**src/rtl/bus_codes_pkg.sv**
```systemverilog
// Source/destination register codes shared by the bus mux, control unit and
// transfer sequencer.
package bus_codes_pkg;

   localparam int unsigned CODE_W = 5;
   localparam int unsigned NSEL   = 24;

   localparam logic [CODE_W-1:0] SRC_R0     = 5'd0;
   localparam logic [CODE_W-1:0] SRC_R15    = 5'd15;
   localparam logic [CODE_W-1:0] SRC_HI     = 5'd16;
   localparam logic [CODE_W-1:0] SRC_LO     = 5'd17;
   localparam logic [CODE_W-1:0] SRC_ZHI    = 5'd18;
   localparam logic [CODE_W-1:0] SRC_ZLO    = 5'd19;
   localparam logic [CODE_W-1:0] SRC_PC     = 5'd20;
   localparam logic [CODE_W-1:0] SRC_MDR    = 5'd21;
   localparam logic [CODE_W-1:0] SRC_INPORT = 5'd22;
   localparam logic [CODE_W-1:0] SRC_C      = 5'd23;

   localparam logic [CODE_W-1:0] DST_R0      = 5'd0;
   localparam logic [CODE_W-1:0] DST_R15     = 5'd15;
   localparam logic [CODE_W-1:0] DST_HI      = 5'd16;
   localparam logic [CODE_W-1:0] DST_LO      = 5'd17;
   localparam logic [CODE_W-1:0] DST_PC      = 5'd18;
   localparam logic [CODE_W-1:0] DST_MDR     = 5'd19;
   localparam logic [CODE_W-1:0] DST_MAR     = 5'd20;
   localparam logic [CODE_W-1:0] DST_Y       = 5'd21;
   localparam logic [CODE_W-1:0] DST_IR      = 5'd22;
   localparam logic [CODE_W-1:0] DST_OUTPORT = 5'd23;

   typedef struct packed {
      logic [CODE_W-1:0] src;
      logic [CODE_W-1:0] dst;
   } xfer_cmd_t;

   localparam int unsigned CMD_W = $bits(xfer_cmd_t);

   function automatic logic code_legal(input logic [CODE_W-1:0] code, input int unsigned nsel);
      return {1'b0, code} < (CODE_W+1)'(nsel);
   endfunction

endpackage

```
**src/rtl/xfer_cmd_fifo.sv**
```systemverilog
// Small synchronous command FIFO; push is ignored when full, pop when empty.
module xfer_cmd_fifo #(
   parameter int unsigned DEPTH = 4,
   parameter int unsigned WIDTH = 10
) (
   input  logic             clock,
   input  logic             clear,
   input  logic             push,
   input  logic             pop,
   input  logic [WIDTH-1:0] wr_data,
   output logic [WIDTH-1:0] rd_data,
   output logic             full,
   output logic             empty
);

   localparam int unsigned AW = $clog2(DEPTH);

   logic [WIDTH-1:0] mem [DEPTH];
   logic [AW-1:0]    wr_ptr;
   logic [AW-1:0]    rd_ptr;
   logic [AW:0]      count;
   logic             do_push;
   logic             do_pop;

   assign full    = (count == (AW+1)'(DEPTH));
   assign empty   = (count == '0);
   assign do_push = push & ~full;
   assign do_pop  = pop & ~empty;
   assign rd_data = mem[rd_ptr];

   always_ff @(posedge clock) begin
      if (do_push) mem[wr_ptr] <= wr_data;
   end

   // Pointers wrap naturally because DEPTH is a power of two.
   always_ff @(posedge clock or negedge clear) begin
      if (!clear) begin
         wr_ptr <= '0;
         rd_ptr <= '0;
         count  <= '0;
      end else begin
         if (do_push) wr_ptr <= wr_ptr + 1'b1;
         if (do_pop)  rd_ptr <= rd_ptr + 1'b1;
         case ({do_push, do_pop})
            2'b10:   count <= count + 1'b1;
            2'b01:   count <= count - 1'b1;
            default: count <= count;
         endcase
      end
   end

endmodule

```
**src/rtl/bus_xfer_sequencer.sv**
```systemverilog
// Issues one queued register transfer per cycle as registered one-hot
// source Out / destination In strobes.
module bus_xfer_sequencer
   import bus_codes_pkg::*;
#(
   parameter int unsigned DEPTH = 4,
   parameter int unsigned NSEL  = bus_codes_pkg::NSEL,
   parameter int unsigned CNT_W = 16
) (
   input  logic              clock,
   input  logic              clear,
   input  logic              cmd_valid,
   output logic              cmd_ready,
   input  logic [CODE_W-1:0] cmd_src,
   input  logic [CODE_W-1:0] cmd_dst,
   input  logic              stall,
   output logic [NSEL-1:0]   src_out,
   output logic [NSEL-1:0]   dst_in,
   output logic              busy,
   output logic              err_illegal,
   output logic [CNT_W-1:0]  xfer_count
);

   localparam logic [NSEL-1:0] ONE = {{(NSEL-1){1'b0}}, 1'b1};

   xfer_cmd_t wr_cmd;
   xfer_cmd_t head;
   logic      full;
   logic      empty;
   logic      legal;
   logic      handshake;
   logic      push;
   logic      pop;

   assign wr_cmd    = '{src: cmd_src, dst: cmd_dst};
   assign legal     = code_legal(cmd_src, NSEL) & code_legal(cmd_dst, NSEL);
   assign cmd_ready = ~full;
   assign handshake = cmd_valid & cmd_ready;
   assign push      = handshake & legal;
   assign pop       = ~stall & ~empty;
   assign busy      = ~empty | (|src_out);

   xfer_cmd_fifo #(
      .DEPTH (DEPTH),
      .WIDTH (CMD_W)
   ) u_fifo (
      .clock   (clock),
      .clear   (clear),
      .push    (push),
      .pop     (pop),
      .wr_data (wr_cmd),
      .rd_data (head),
      .full    (full),
      .empty   (empty)
   );

   // Strobes are live for exactly the cycle after the pop edge.
   always_ff @(posedge clock or negedge clear) begin
      if (!clear) begin
         src_out     <= '0;
         dst_in      <= '0;
         err_illegal <= 1'b0;
         xfer_count  <= '0;
      end else begin
         if (handshake && !legal) err_illegal <= 1'b1;
         if (pop) begin
            src_out    <= ONE << head.src;
            dst_in     <= ONE << head.dst;
            xfer_count <= xfer_count + 1'b1;
         end else begin
            src_out <= '0;
            dst_in  <= '0;
         end
      end
   end

endmodule
```
**config.mk**
```make
export PLATFORM = sky130hd
export DESIGN_NAME = bus_xfer_sequencer
export DESIGN_NICKNAME = d
export VERILOG_FILES = /design/src/rtl/bus_codes_pkg.sv /design/src/rtl/xfer_cmd_fifo.sv /design/src/rtl/bus_xfer_sequencer.sv
export SDC_FILE = /design/constraint.sdc
export NUM_CORES = 1
export LEC_CHECK = 0
export ABC_AREA = 0
export CORE_MARGIN = 2
export CORE_UTILIZATION = 51
export DETAILED_ROUTE_END_ITERATION = 8
export PLACE_DENSITY = 0.87
export SYNTH_ARGS = -nofsm -noshare
export SYNTH_HDL_FRONTEND = slang
export SYNTH_SLANG_ARGS = --single-unit
```
**constraint.sdc**
```tcl
create_clock -name clock -period 2.5 [get_ports clock]
set_clock_uncertainty 0.2 [all_clocks]
set_input_delay 0.375 -clock clock [delete_from_list [all_inputs] [get_ports clock]]
set_output_delay 0.375 -clock clock [all_outputs]
set_load 0.01 [all_outputs]
```
**Word-level counts from Yosys, hierarchy flattened**

Memory sizes are Yosys's and may differ from the RTL's.
Index checks and enable logic that the tools add are counted.

- Bitwise logic cells: 10
- Reduce and logical (&&, ||, !) cells: 5
- Eq/ne operators: 3
- Order comparisons: 2
- $mul: 0
- Muxes and demuxes: 5
- Shift operators: 2
- Divide/modulo/power cells: 0
- Add/sub/neg operators: 5

Operators by type and width:

| kind | count |
|---|---|
| 24-bit two-way mux | 2 |
| 1-bit by 5-bit << shifter with 24-bit output, first input constant | 2 |
| 24-bit OR reduction | 1 |
| 16-bit by 1-bit adder with 16-bit output, second input constant | 1 |
| 5-bit less-than comparator, second input constant | 2 |
| 1-bit AND | 6 |
| 3-bit one-hot mux with 2 select lines | 1 |
| 2-bit by 1-bit adder with 2-bit output, second input constant | 2 |
| 3-bit by 1-bit adder with 3-bit output, second input constant | 1 |
| 3-bit equality test, second input constant | 1 |
| 3-bit logical NOT | 1 |
| 1-bit NOT | 3 |
| 3-bit by 1-bit subtractor with 3-bit output, second input constant | 1 |
| 2-bit by 1-bit equality test with 1-bit output, second input constant | 1 |
| 2-bit equality test, second input constant | 1 |
| 1-bit two-way mux | 2 |
| 2-bit nonzero test | 1 |
| 1-bit logical AND | 1 |
| 1-bit logical NOT | 1 |
| 1-bit bitwise OR | 1 |

- Memories kept: 1
- ROM bits: 0
- Output and inout bits: 67
- RAM bits: 40
- Input port bits: 14
- Bits in registers: 72
- Bits in latches: 0

Memory list:

| name | words | bits a word | rd ports | clocked after memory_dff | write ports | RTL line | source |
|---|---|---|---|---|---|---|---|
| u_fifo.mem | 4 | 10 | 1 | 0 | 1 | xfer_cmd_fifo.sv:18 | `logic [WIDTH-1:0] mem [DEPTH];` |

**Depth between registers and ports, before layout**

Gate-level depths: netlist of run 1.

- Depth in word-level cells: 7
- Mapped depth: 11
- Gate-level depth less buffers: 10

**By module**

Synthesis of run 1 repeated with hierarchy kept, for this count alone.

- Cell total of the unflattened synthesis: 288
- Area, all modules: 4260.3 um^2

By module, submodules not included:

| module | area each (um^2) | times used | cells an instance |
|---|---|---|---|
| bus_xfer_sequencer | 2374.8 | 1 | 199 |
| xfer_cmd_fifo | 1885.6 | 1 | 89 |

**Worst setup path before layout of run 1**

No wires, ideal clock.

- Path type: register to register
- Start point: reg u_fifo.count[0]
- End point: reg u_fifo.count[2]
- Path slack: 0.191 ns
- Setup time: 0.079 ns
- Data arrival time: 2.030 ns
- Stages on the path, launching flop included: 12
- Cell sequence: dfrtp_1 -> inv_1 -> nand3_1 -> and3_1 -> clkbuf_1 -> inv_1 -> ha_1 -> inv_1 -> fa_1 -> xor2_1 -> nor2_1 -> xor2_1

- Cells in the longest elaborated chain, start to end: 7
- Elaborated cells on any way between the ends: 15

Ends and longest elaborated chain:

| what | RTL line | source |
|---|---|---|
| from (decl) | xfer_cmd_fifo.sv:21 | `logic [AW:0] count;` |
| from (signal assigned) | xfer_cmd_fifo.sv:45 | `2'b10: count <= count + 1'b1;` |
| from (signal assigned) | xfer_cmd_fifo.sv:46 | `2'b01: count <= count - 1'b1;` |
| from (signal assigned) | xfer_cmd_fifo.sv:47 | `default: count <= count;` |
| 3-bit equality test (*) | xfer_cmd_fifo.sv:25 | `assign full = (count == (AW+1)'(DEPTH));` |
| 1-bit NOT (*) | bus_xfer_sequencer.sv:37 | `assign cmd_ready = ~full;` |
| net cmd_ready | bus_xfer_sequencer.sv:13 | `output logic cmd_ready,` |
| 1-bit AND | bus_xfer_sequencer.sv:38 | `assign handshake = cmd_valid & cmd_ready;` |
| 1-bit AND | bus_xfer_sequencer.sv:39 | `assign push = handshake & legal;` |
| 1-bit AND (*) | xfer_cmd_fifo.sv:27 | `assign do_push = push & ~full;` |
| 2-bit by 1-bit equality test with 1-bit output or 2-bit equality test (tied branches) | xfer_cmd_fifo.sv:44 | `case ({do_push, do_pop})` |
| 3-bit one-hot mux with 2 select lines or 2-bit nonzero test (tied branches) | -- |  |

Mark *: on every way through the listed nets, which the timed path passes. The rest lies on a longest branch.
A chain may end at the register's enable or synchronous reset.

**Worst setup path after layout of run 1**

- Start point: reg u_fifo.count[0]
- End point: reg u_fifo.count[2]

- Cells in the longest elaborated chain, start to end: 7
- Elaborated cells on any way between the ends: 15

Ends and longest elaborated chain:

| what | RTL line |
|---|---|
| 3-bit equality test | xfer_cmd_fifo.sv:25 |
| 1-bit NOT | xfer_cmd_fifo.sv:27, bus_xfer_sequencer.sv:37 |
| 1-bit AND | bus_xfer_sequencer.sv:38 |
| 1-bit AND | bus_xfer_sequencer.sv:39 |
| 1-bit AND | xfer_cmd_fifo.sv:27 |
| 2-bit by 1-bit equality test with 1-bit output or 2-bit equality test (tied branches) | xfer_cmd_fifo.sv:44 |
| 3-bit one-hot mux with 2 select lines or 2-bit nonzero test (tied branches) | -- |

Parallel ways exist; a longest one is shown, timed or not.

==> results of run 1 <==
power groups by stage:
stage               logic [mW]  clock network [mW]  registers [mW]
floorplan                0.973                   0            2.42
global placement          1.52                   0            2.44
detailed placement        1.58                   0            2.46
CTS                       1.59                1.13            2.42
global route              1.74                1.22            2.46
finish                    1.57                1.11            2.42
layer usage:
layer / up-vias / wire (µm)
met5: - / 0
met4: 0 / 88
met3: 9 / 312
met2: 56 / 3980
met1: 1231 / 3270
li1: 1191 / -
cells in the final DEF (no fill, tap or decap), types with 3 or more instances in the layout:
| cell type | synthesis | layout |
|---|---|---|
| clkdlybuf4s50_1 | 0 | 78 |
| dfrtp_1 | 72 | 72 |
| nor2_1 | 51 | 51 |
| edfxtp_1 | 40 | 40 |
| nand2_1 | 18 | 18 |
| buf_4 | 0 | 18 |
| xnor2_1 | 11 | 11 |
| clkbuf_8 | 0 | 11 |
| xor2_1 | 10 | 10 |
| mux4_2 | 8 | 8 |
| inv_1 | 6 | 6 |
| ha_1 | 6 | 6 |
| nand3_1 | 5 | 5 |
| and2_1 | 5 | 5 |
| nor4_1 | 6 | 5 |
| nand2b_1 | 4 | 4 |
| and4_1 | 4 | 4 |
| nor2b_1 | 3 | 3 |
| and3_1 | 3 | 3 |
| nand4_1 | 3 | 3 |
area by class of cell:
type | count | share of cell area
clock buffers | 14 | 0.0372
clock inverters | 2 | 0.00270
inverters | 6 | 0.00405
multi-input cells | 160 | 0.219
flip-flops and latches | 112 | 0.540
well taps | 105 | 0.0236
repair buffers | 100 | 0.173
through the flow:
stage	util	power, mW	instances
6_report	0.680	5.10	499
4_1_cts	0.678	5.14	499
2_1_floorplan	-	3.40	284
5_1_grt	0.680	5.41	499
3_5_place_dp	0.649	4.04	482
3_3_place_gp	0.649	3.97	482
state kept, by name, summed over array words and instances, names as in the netlist:
signal         cells
dst_in            24
err_illegal        1
src_out           24
u_fifo.count       3
u_fifo.mem        40
u_fifo.rd_ptr      2
u_fifo.wr_ptr      2
xfer_count        16
synth_stat cells, drive strengths merged:
cell	count	area (µm²)
a22oi	1	7.51
and2	5	31.3
and3	3	18.8
and4	4	35.0
buf	4	26.3
clkbuf	2	8.75
dfrtp	72	1800
edfxtp	40	1200
fa	1	20.0
ha	6	75.1
inv	6	22.5
mux2	2	22.5
mux2i	1	10.0
mux4	10	233
nand2	18	67.6
nand2b	4	25.0
nand3	6	35.0
nand3b	2	31.3
nand4	3	18.8
nor2	52	198
nor2b	3	18.8
nor3	6	62.6
nor3b	2	25.0
nor4	6	37.5
nor4b	1	23.8
o21bai	1	7.51
or2	2	12.5
xnor2	11	96.3
xor2	10	87.6
critical path, stage by stage, from the launching register on:
cell     delay, ps
dfrtp_1        440
inv_1          120
nand3_1        130
and3_1         200
inv_1           50
ha_1           160
inv_1           60
fa_1           370
xor2_1         150
nor2_1         110
xor2_1         150
cells by family after synthesis:
kind of cell / count (synthesis) / synth area share
AND/OR/NAND/NOR: 117 / 0.150
buffers and inverters: 12 / 0.0135
flip-flops: 112 / 0.705
adder cells (fa/ha/maj): 7 / 0.0223
XOR/XNOR: 21 / 0.0432
AO/OA/AOI/OAI: 2 / 0.00353
multiplexers: 13 / 0.0623
worst paths after layout:
| path | start | end |
|---|---|---|
| max | u_fifo.count[0]$_DFFE_PN0P_ | u_fifo.count[2]$_DFFE_PN0P_ |
| max in group asynchronous | clear | src_out[23]$_DFF_PN0_ |
| min | xfer_count[15]$_DFFE_PN0P_ | xfer_count[15]$_DFFE_PN0P_ |
| min reg2reg | xfer_count[15]$_DFFE_PN0P_ | xfer_count[15]$_DFFE_PN0P_ |
| max reg2reg | u_fifo.count[0]$_DFFE_PN0P_ | u_fifo.count[2]$_DFFE_PN0P_ |
| min in group asynchronous | clear | dst_in[11]$_DFF_PN0_ |
timing repair:
item                                   in CTS  in global routing
hold buffers                                1                  0
pin swaps                                   0                  0
setup endpoints to repair                   1                  1
gates resized for setup                     1                  2
endpoints found under the hold margin      29                  0
==> results.toml, run 1 <==
[status]
status = "finished clean"

[global_routing]
track_usage = 0.184
grt.met2_usage = 0.312
use_met3 = 0.0403
antenna_found_initial = 0
grt_pass1_vias = 2537
grt_start_max_net_pins = 44
use_met1 = 0.239
grt_overflow_total = 0
busiest_layer = "met2"
grt_pass1_wl_um = 12300

[detailed_routing]
drt_wl_total_um = 7650
drtAntennaViolNets = 0
vias = 2487
post_drt_wl_per_cell_um = 15.3
drt_iter0_markers = 100
drc = 0
via_per_inst = 4.98
first_pass_iters = 4

[worst_setup_path]
critPathMaxFanout = 3
worstPathRequired_ps = 2580
r2r_slack_ps = 280
cp-start-kind = "flip-flop"
cp-end-kind = "flip-flop"
critical_path_arrival_ps = 2310
path_class = "flip-flop to flip-flop"
reg2reg_depth = 10

[floorplan]
core_area_um2 = 8180
die_area_um2 = 9100
start_util = 0.521
dieWidth_um = 95.4
rows = 33
die_h_um = 95.4
ios = 81

[synth]
syn_inst = 284
syn_area_um2 = 4260
ys_seq_area_frac = 0.705
yosysWarnings = 0
synth_nets = 305
synth_cell_type_count = 38
ys_seq_elements = 112
synth.avg_cell_area_um2 = 15.0

[final_layout]
fin_nets = 410
multi_input_area_um2 = 1210
seqCellArea_um2 = 3000
final_area_um2 = 5560
area_delta_synth_final_pct = 30.4
fill_cells = 572
drive_gt1_frac = 0.147
antenna_cells = 0

[timing]
tightest_slew_ps = 754
layout_min_cycle_time_ps = 2220
timing.hold.ws_ps = 275
slew_headroom = 0.497
postLayoutSetupSlackWorst_ps = 275
finalSetupViolations = 0
fin_tns_setup_ps = 0
drv_slew = 0
finalCritPeriodShare = 0.890
rsz0062_at_grt = "false"
finalHoldViolCount = 0
max_freq_mhz = 449

[power]
p_comb_frac = 0.308
netSwitchingPower_mw = 1.60
p_seq_frac = 0.474
power_density_nw_per_um2 = 917
swShare = 0.314
power.share.clock = 0.218
power.leakage_nw = 2.32
internal_power_mw = 3.50
vdd_drop_max_mv = 0.459

[clock_tree]
numCtsBuffers = 9
clockBufferDepth = 2
root_buffer = "clkbuf_8"
htreeDepth = 3
clk_latency_ps = 360
cts_tree = "done"
path_clk_slew_ps = 100
clock_sinks = 112
postCtsSetupRepairBufs = 0

[job]
cap_violations = 0

[hold_path]
min_path_type = "flip-flop to flip-flop"
whs_path_depth = 1

[place]
dpl_cell_area_um2 = 5310
numPortBuffers = 80
gp_congestion = 0.799
dpl_worst_slack_ps = -16.0
dp_hpwl_um = 5710
Power figures use the tool's default switching activity.
==> inputs of run 2 (changes only) <==
--- a/config.mk
+++ b/config.mk
@@ -7,9 +7,9 @@
 export LEC_CHECK = 0
 export ABC_AREA = 0
 export CORE_MARGIN = 2
-export CORE_UTILIZATION = 51
+export CORE_UTILIZATION = 35
 export DETAILED_ROUTE_END_ITERATION = 8
-export PLACE_DENSITY = 0.87
+export PLACE_DENSITY = 0.65
 export SYNTH_ARGS = -nofsm -noshare
 export SYNTH_HDL_FRONTEND = slang
 export SYNTH_SLANG_ARGS = --single-unit
==> run 2 against run 1 <==
Effect of this change:
- final cell count grew 7.6%
- combinational power is essentially flat
- worst hold slack gained 7.5 ps
- largest cell class unchanged
- sequential cell count unchanged
- highest routed layer unchanged
- sequential power about the same
- clock power increased by 24%
- sequential share of layout area down 0.73 points
==> results.toml, run 2 (same netlist as run 1, synthesis figures left out) <==
[global_routing]
grt_overflow_total = 0
grt_pass1_wl_um = 12500
track_usage = 0.125
grt_pass1_vias = 2482
antenna_found_initial = 0
grt_start_max_net_pins = 53

[floorplan]
die_area_um2 = 13100
rows = 40
die_h_um = 114
dieWidth_um = 114
start_util = 0.356
ios = 81
core_area_um2 = 12000

[worst_setup_path]
worstPathRequired_ps = 2570
crit_path_frequent_cell = "inv_1"
critPathMaxFanout = 3
crit_chain = "inv_1, nand3_1, and3_1, inv_1, ha_1, inv_1, fa_1, xor2_1, nor2_1, xor2_1"
path_class = "flip-flop to flip-flop"
cp-end-kind = "flip-flop"
worst-path-buf-inv = 3
cp-start-kind = "flip-flop"
path_delay_family = "adder cells"
critical_path_arrival_ps = 2290
cpPeakStageDelay_ps = 440
r2r_slack_ps = 280
crit_slowest_cell = "dfrtp_1"

[final_layout]
antenna_cells = 0
fill_cells = 1068
final_cell_mix = "clkdlybuf4s50_1 (78), dfrtp_1 (72), nor2_1 (51)"
regMostFlops = "u_fifo.mem"
layout.cells.non_filler = 537
final_common_cell = "clkdlybuf4s50_1"
fin_nets = 406
drive_gt1_frac = 0.133
largest_register_ff_count = 40
area_delta_synth_final_pct = 32.2
top_regs = "u_fifo.mem x40, dst_in x24, src_out x24"

[detailed_routing]
wl_met1_um = 3420
route.met3.wl_um = 349
first_pass_iters = 6
via_per_inst = 4.60
drtAntennaViolNets = 0
wl_met2_um = 3930
drt_iter0_markers = 102
routed.top_layer = "met4"
drc = 0
post_drt_wl_per_cell_um = 14.5
vias = 2469
drt_wl_total_um = 7790

[power]
swShare = 0.307
p_seq_frac = 0.446
vdd_drop_max_mv = 0.371
netSwitchingPower_mw = 1.64
internal_power_mw = 3.71
power.leakage_nw = 2.32
totalPowerFinal_mw = 5.35
p_comb_frac = 0.296
power_density_nw_per_um2 = 950
power.share.clock = 0.257

[timing]
layout_min_cycle_time_ps = 2220
tightest_slew_ps = 503
finalSetupViolations = 0
postLayoutSetupSlackWorst_ps = 275
drv_slew = 0
max_freq_mhz = 449
slew_headroom = 0.665
rsz0062_at_grt = "false"
finalCritPeriodShare = 0.890
finalHoldViolCount = 0
timing.hold.ws_ps = 283

[clock_tree]
postCtsSetupRepairBufs = 0
htreeDepth = 3
clockBufferDepth = 2
clk_latency_ps = 340
cts_tree = "done"
root_buffer = "clkbuf_16"
clock_sinks = 112
numCtsBuffers = 9
path_clk_slew_ps = 70

[status]
status = "finished clean"

[place]
dpl_worst_slack_ps = -17.0
numPortBuffers = 80
dp_hpwl_um = 5820
dp_cells = 520
gp_congestion = 0.744

[job]
cap_violations = 0

[hold_path]
min_path_type = "flip-flop to flip-flop"
[run 2: changes by cell type in the layout (fill, tap and decap cells not counted)]
cell | previous run | this run
clkbuf_8 | 11 | 0
clkbuf_16 | 2 | 9
buf_4 | 18 | 14
clkinv_2 | 0 | 3
bufinv_16 | 0 | 1
clkbuf_1 | 0 | 1
clkbuf_2 | 1 | 0
clkinvlp_4 | 0 | 1
inv_4 | 1 | 0
nor4_1 | 5 | 6
nor4_4 | 1 | 0
[run 2: layer usage]
metal,GRT usage,vias up
met5,0,-
met2,0.206,57
met1,0.163,1218
met4,0.0472,0
li1,-,1187
met3,0.0281,7
[run 2: timing repair]
item,in CTS,in global routing
setup endpoints to repair,0,1
hold endpoints to repair,20,0
hold buffers,1,0
resized for setup,0,1
[run 2: through the flow]
step                      setup TNS (ps)   util  area (µm²)
final                                  0  0.471        5630
after detailed placement           -17.0  0.446        5330
after global placement                 0  0.446        5330
after CTS                              0  0.471        5630
after global routing                   0  0.471        5630
after floorplan                        0      -        4260
[run 2: power groups by stage]
stage	clock network [mW]	logic, mW	registers [mW]
2_1_floorplan	0	0.973	2.42
3_3_place_gp	0	1.58	2.41
3_5_place_dp	0	1.62	2.43
4_1_cts	1.41	1.62	2.39
5_1_grt	1.50	1.76	2.43
6_report	1.38	1.58	2.39
[run 2: worst register-to-register path, stage by stage (launching register included)]
cell,delay [ps]
dfrtp_1,440
inv_1,120
nand3_1,140
and3_1,210
inv_1,50
ha_1,160
inv_1,60
fa_1,370
xor2_1,150
nor2_1,110
xor2_1,140
[run 2: final cells by class]
class | count | area [µm²] | share of cell area
timing repair buffer | 96 | 933 | 0.166
inverter | 6 | 22.5 | 0.00400
clock buffer | 10 | 229 | 0.0406
clock inverter | 6 | 61.3 | 0.0109
multi-input combinational | 160 | 1200 | 0.213
sequential | 112 | 3000 | 0.533
tap | 147 | 184 | 0.0327
[run 2: worst paths after layout]
kind,start,end,depth (start not counted)
setup / recovery,u_fifo.count[0]$_DFFE_PN0P_,u_fifo.count[2]$_DFFE_PN0P_,10
hold / removal,xfer_count[15]$_DFFE_PN0P_,xfer_count[15]$_DFFE_PN0P_,1
setup reg to reg,u_fifo.count[0]$_DFFE_PN0P_,u_fifo.count[2]$_DFFE_PN0P_,10
hold reg to reg,xfer_count[15]$_DFFE_PN0P_,xfer_count[15]$_DFFE_PN0P_,1
max in group asynchronous,clear,dst_in[19]$_DFF_PN0_,3
min in group asynchronous,clear,xfer_count[15]$_DFFE_PN0P_,2
==> inputs of run 3 (changes only) <==
--- a/config.mk
+++ b/config.mk
@@ -6,10 +6,12 @@
 export NUM_CORES = 1
 export LEC_CHECK = 0
 export ABC_AREA = 0
+export CELL_PAD_IN_SITES_DETAIL_PLACEMENT = 2
+export CELL_PAD_IN_SITES_GLOBAL_PLACEMENT = 2
 export CORE_MARGIN = 2
 export CORE_UTILIZATION = 35
 export DETAILED_ROUTE_END_ITERATION = 8
-export PLACE_DENSITY = 0.65
+export PLACE_DENSITY = 0.85
 export SYNTH_ARGS = -nofsm -noshare
 export SYNTH_HDL_FRONTEND = slang
 export SYNTH_SLANG_ARGS = --single-unit
==> run 3 against run 2 <==
Effect of this change:
- design area rose by 0.40%
- power rose by 3.6%
- non-clock buffer count did not move
- via count rose by 5.4%
- global-route usage rose by 4.7 points
- sequential power barely moved
- combinational power rose by 4%
- first-iteration DRC count fell by 11%
- die area did not move
- clock power rose by 7%
- critical endpoint is now busy
- final cell count did not move
==> results.toml, run 3 (same netlist as run 1, synthesis figures left out) <==
[status]
status = "finished clean"

[final_layout]
regMostFlops = "u_fifo.mem"
fin_nets = 406
drive_gt1_frac = 0.136
antenna_cells = 0
largest_register_ff_count = 40
final_area_um2 = 5660
layout.cells.non_filler = 537
final_cell_mix = "clkdlybuf4s50_1 (78), dfrtp_1 (72), nor2_1 (51)"
top_regs = "u_fifo.mem x40, dst_in x24, src_out x24"
final_util = 0.473
final_common_cell = "clkdlybuf4s50_1"
area_delta_synth_final_pct = 32.7

[floorplan]
rows = 40
core_area_um2 = 12000
die_h_um = 114
start_util = 0.356
dieWidth_um = 114
die_area_um2 = 13100
ios = 81

[clock_tree]
numCtsBuffers = 9
root_buffer = "clkbuf_16"
path_clk_slew_ps = 70
htreeDepth = 3
clockBufferDepth = 2
cts_tree = "done"
postCtsSetupRepairBufs = 0
clock_sinks = 112
clk_latency_ps = 350

[detailed_routing]
drtAntennaViolNets = 0
drt_iter0_markers = 91
via_per_inst = 4.85
first_pass_iters = 4
drc = 0
vias = 2602
post_drt_wl_per_cell_um = 18.9
drt_wl_total_um = 10100

[worst_setup_path]
critPathMaxFanout = 2
critical_path_arrival_ps = 1810
r2r_start = "u_fifo.count[0]$_DFFE_PN0P_"
crit_start = "src_out[7]$_DFF_PN0_"
worstPathRequired_ps = 1920
cp-start-kind = "flip-flop"
cp-end-kind = "output port"
path_class = "flip-flop to output port"

[timing]
tightest_slew_ps = 503
drv_slew = 0
finalSetupViolations = 0
finalCritPeriodShare = 0.953
slew_headroom = 0.664
layout_min_cycle_time_ps = 2380
finalHoldViolCount = 0
rsz0062_at_grt = "false"
max_freq_mhz = 420

[place]
dp_hpwl_um = 7540
dpl_cell_area_um2 = 5330
gp_congestion = 0.770
dp_cells = 520
numPortBuffers = 80

[power]
totalPowerFinal_mw = 5.54
power_density_nw_per_um2 = 980
power.leakage_nw = 2.33
vdd_drop_max_mv = 0.327

[hold_path]
min_from = "err_illegal$_DFFE_PN0P_"
min_path_type = "flip-flop to flip-flop"

[job]
cap_violations = 0

[global_routing]
grt_start_max_net_pins = 73
antenna_found_initial = 0
grt_pass1_wl_um = 16600
grt_pass1_vias = 3046
track_usage = 0.172
grt_overflow_total = 0
## run 3: changes by cell type in the layout (fill, tap and decap cells not counted), sizes merged
cell,change
clkbuf,+3
clkinv,-2
clkinvlp,-1
dlygate4sd2,+1
dlymetal6s2s,-1
## run 3: worst paths after layout
path / cells after the start / slack, ps / endpoint
max: 4 / 120 / busy
max in group asynchronous: 3 / 1390 / u_fifo.wr_ptr[0]$_DFFE_PN0P_
min reg2reg: 1 / 290 / err_illegal$_DFFE_PN0P_
min in group asynchronous: 3 / 370 / src_out[2]$_DFF_PN0_
min: 1 / 290 / err_illegal$_DFFE_PN0P_
max reg2reg: 10 / 210 / u_fifo.count[2]$_DFFE_PN0P_
## run 3: layer usage
metal / vias up / wire length, µm / global-route usage
met2: 61 / 5370 / 0.304
met5: - / 0 / 0
met3: 14 / 307 / 0.0286
li1: 1185 / - / -
met4: 0 / 257 / 0.0846
met1: 1342 / 4200 / 0.204
## run 3: what timing repair did
action | CTS | global route
hold buffers | 1 | 0
resized for setup | 2 | 0
endpoints found under the setup margin | 1 | 0
hold endpoints to repair | 72 | 0
## run 3: layout make-up
type,count,area (µm²)
timing repair buffer,96,930
sequential,112,3000
clock buffer,13,270
fill,1133,6310
inverter,6,22.5
clock inverter,3,40.0
multi-input combinational,160,1210
tap,147,184
## run 3: metrics by stage
step	TNS, ps	hold WS (ps)	setup WS, ps
3_3_place_gp	0	228	25.2
6_report	0	286	118
4_1_cts	0	292	123
2_1_floorplan	0	-121	191
3_5_place_dp	-97.7	238	-97.7
5_1_grt	0	326	14.3
## run 3: critical path: stages, from the launching register on
cell,delay (ps)
dfrtp_1,400
nor4_2,340
and4_1,270
nand4_1,120
dlygate4sd2_1,330
## run 3: power breakdown
group / internal, mW / leakage (nW) / switching (mW) / total, mW
Sequential: 2.17 / 1.33 / 0.248 / 2.42
Combinational: 0.763 / 0.841 / 0.880 / 1.64
Clock: 0.856 / 0.156 / 0.621 / 1.48
Total: 3.79 / 2.33 / 1.75 / 5.54
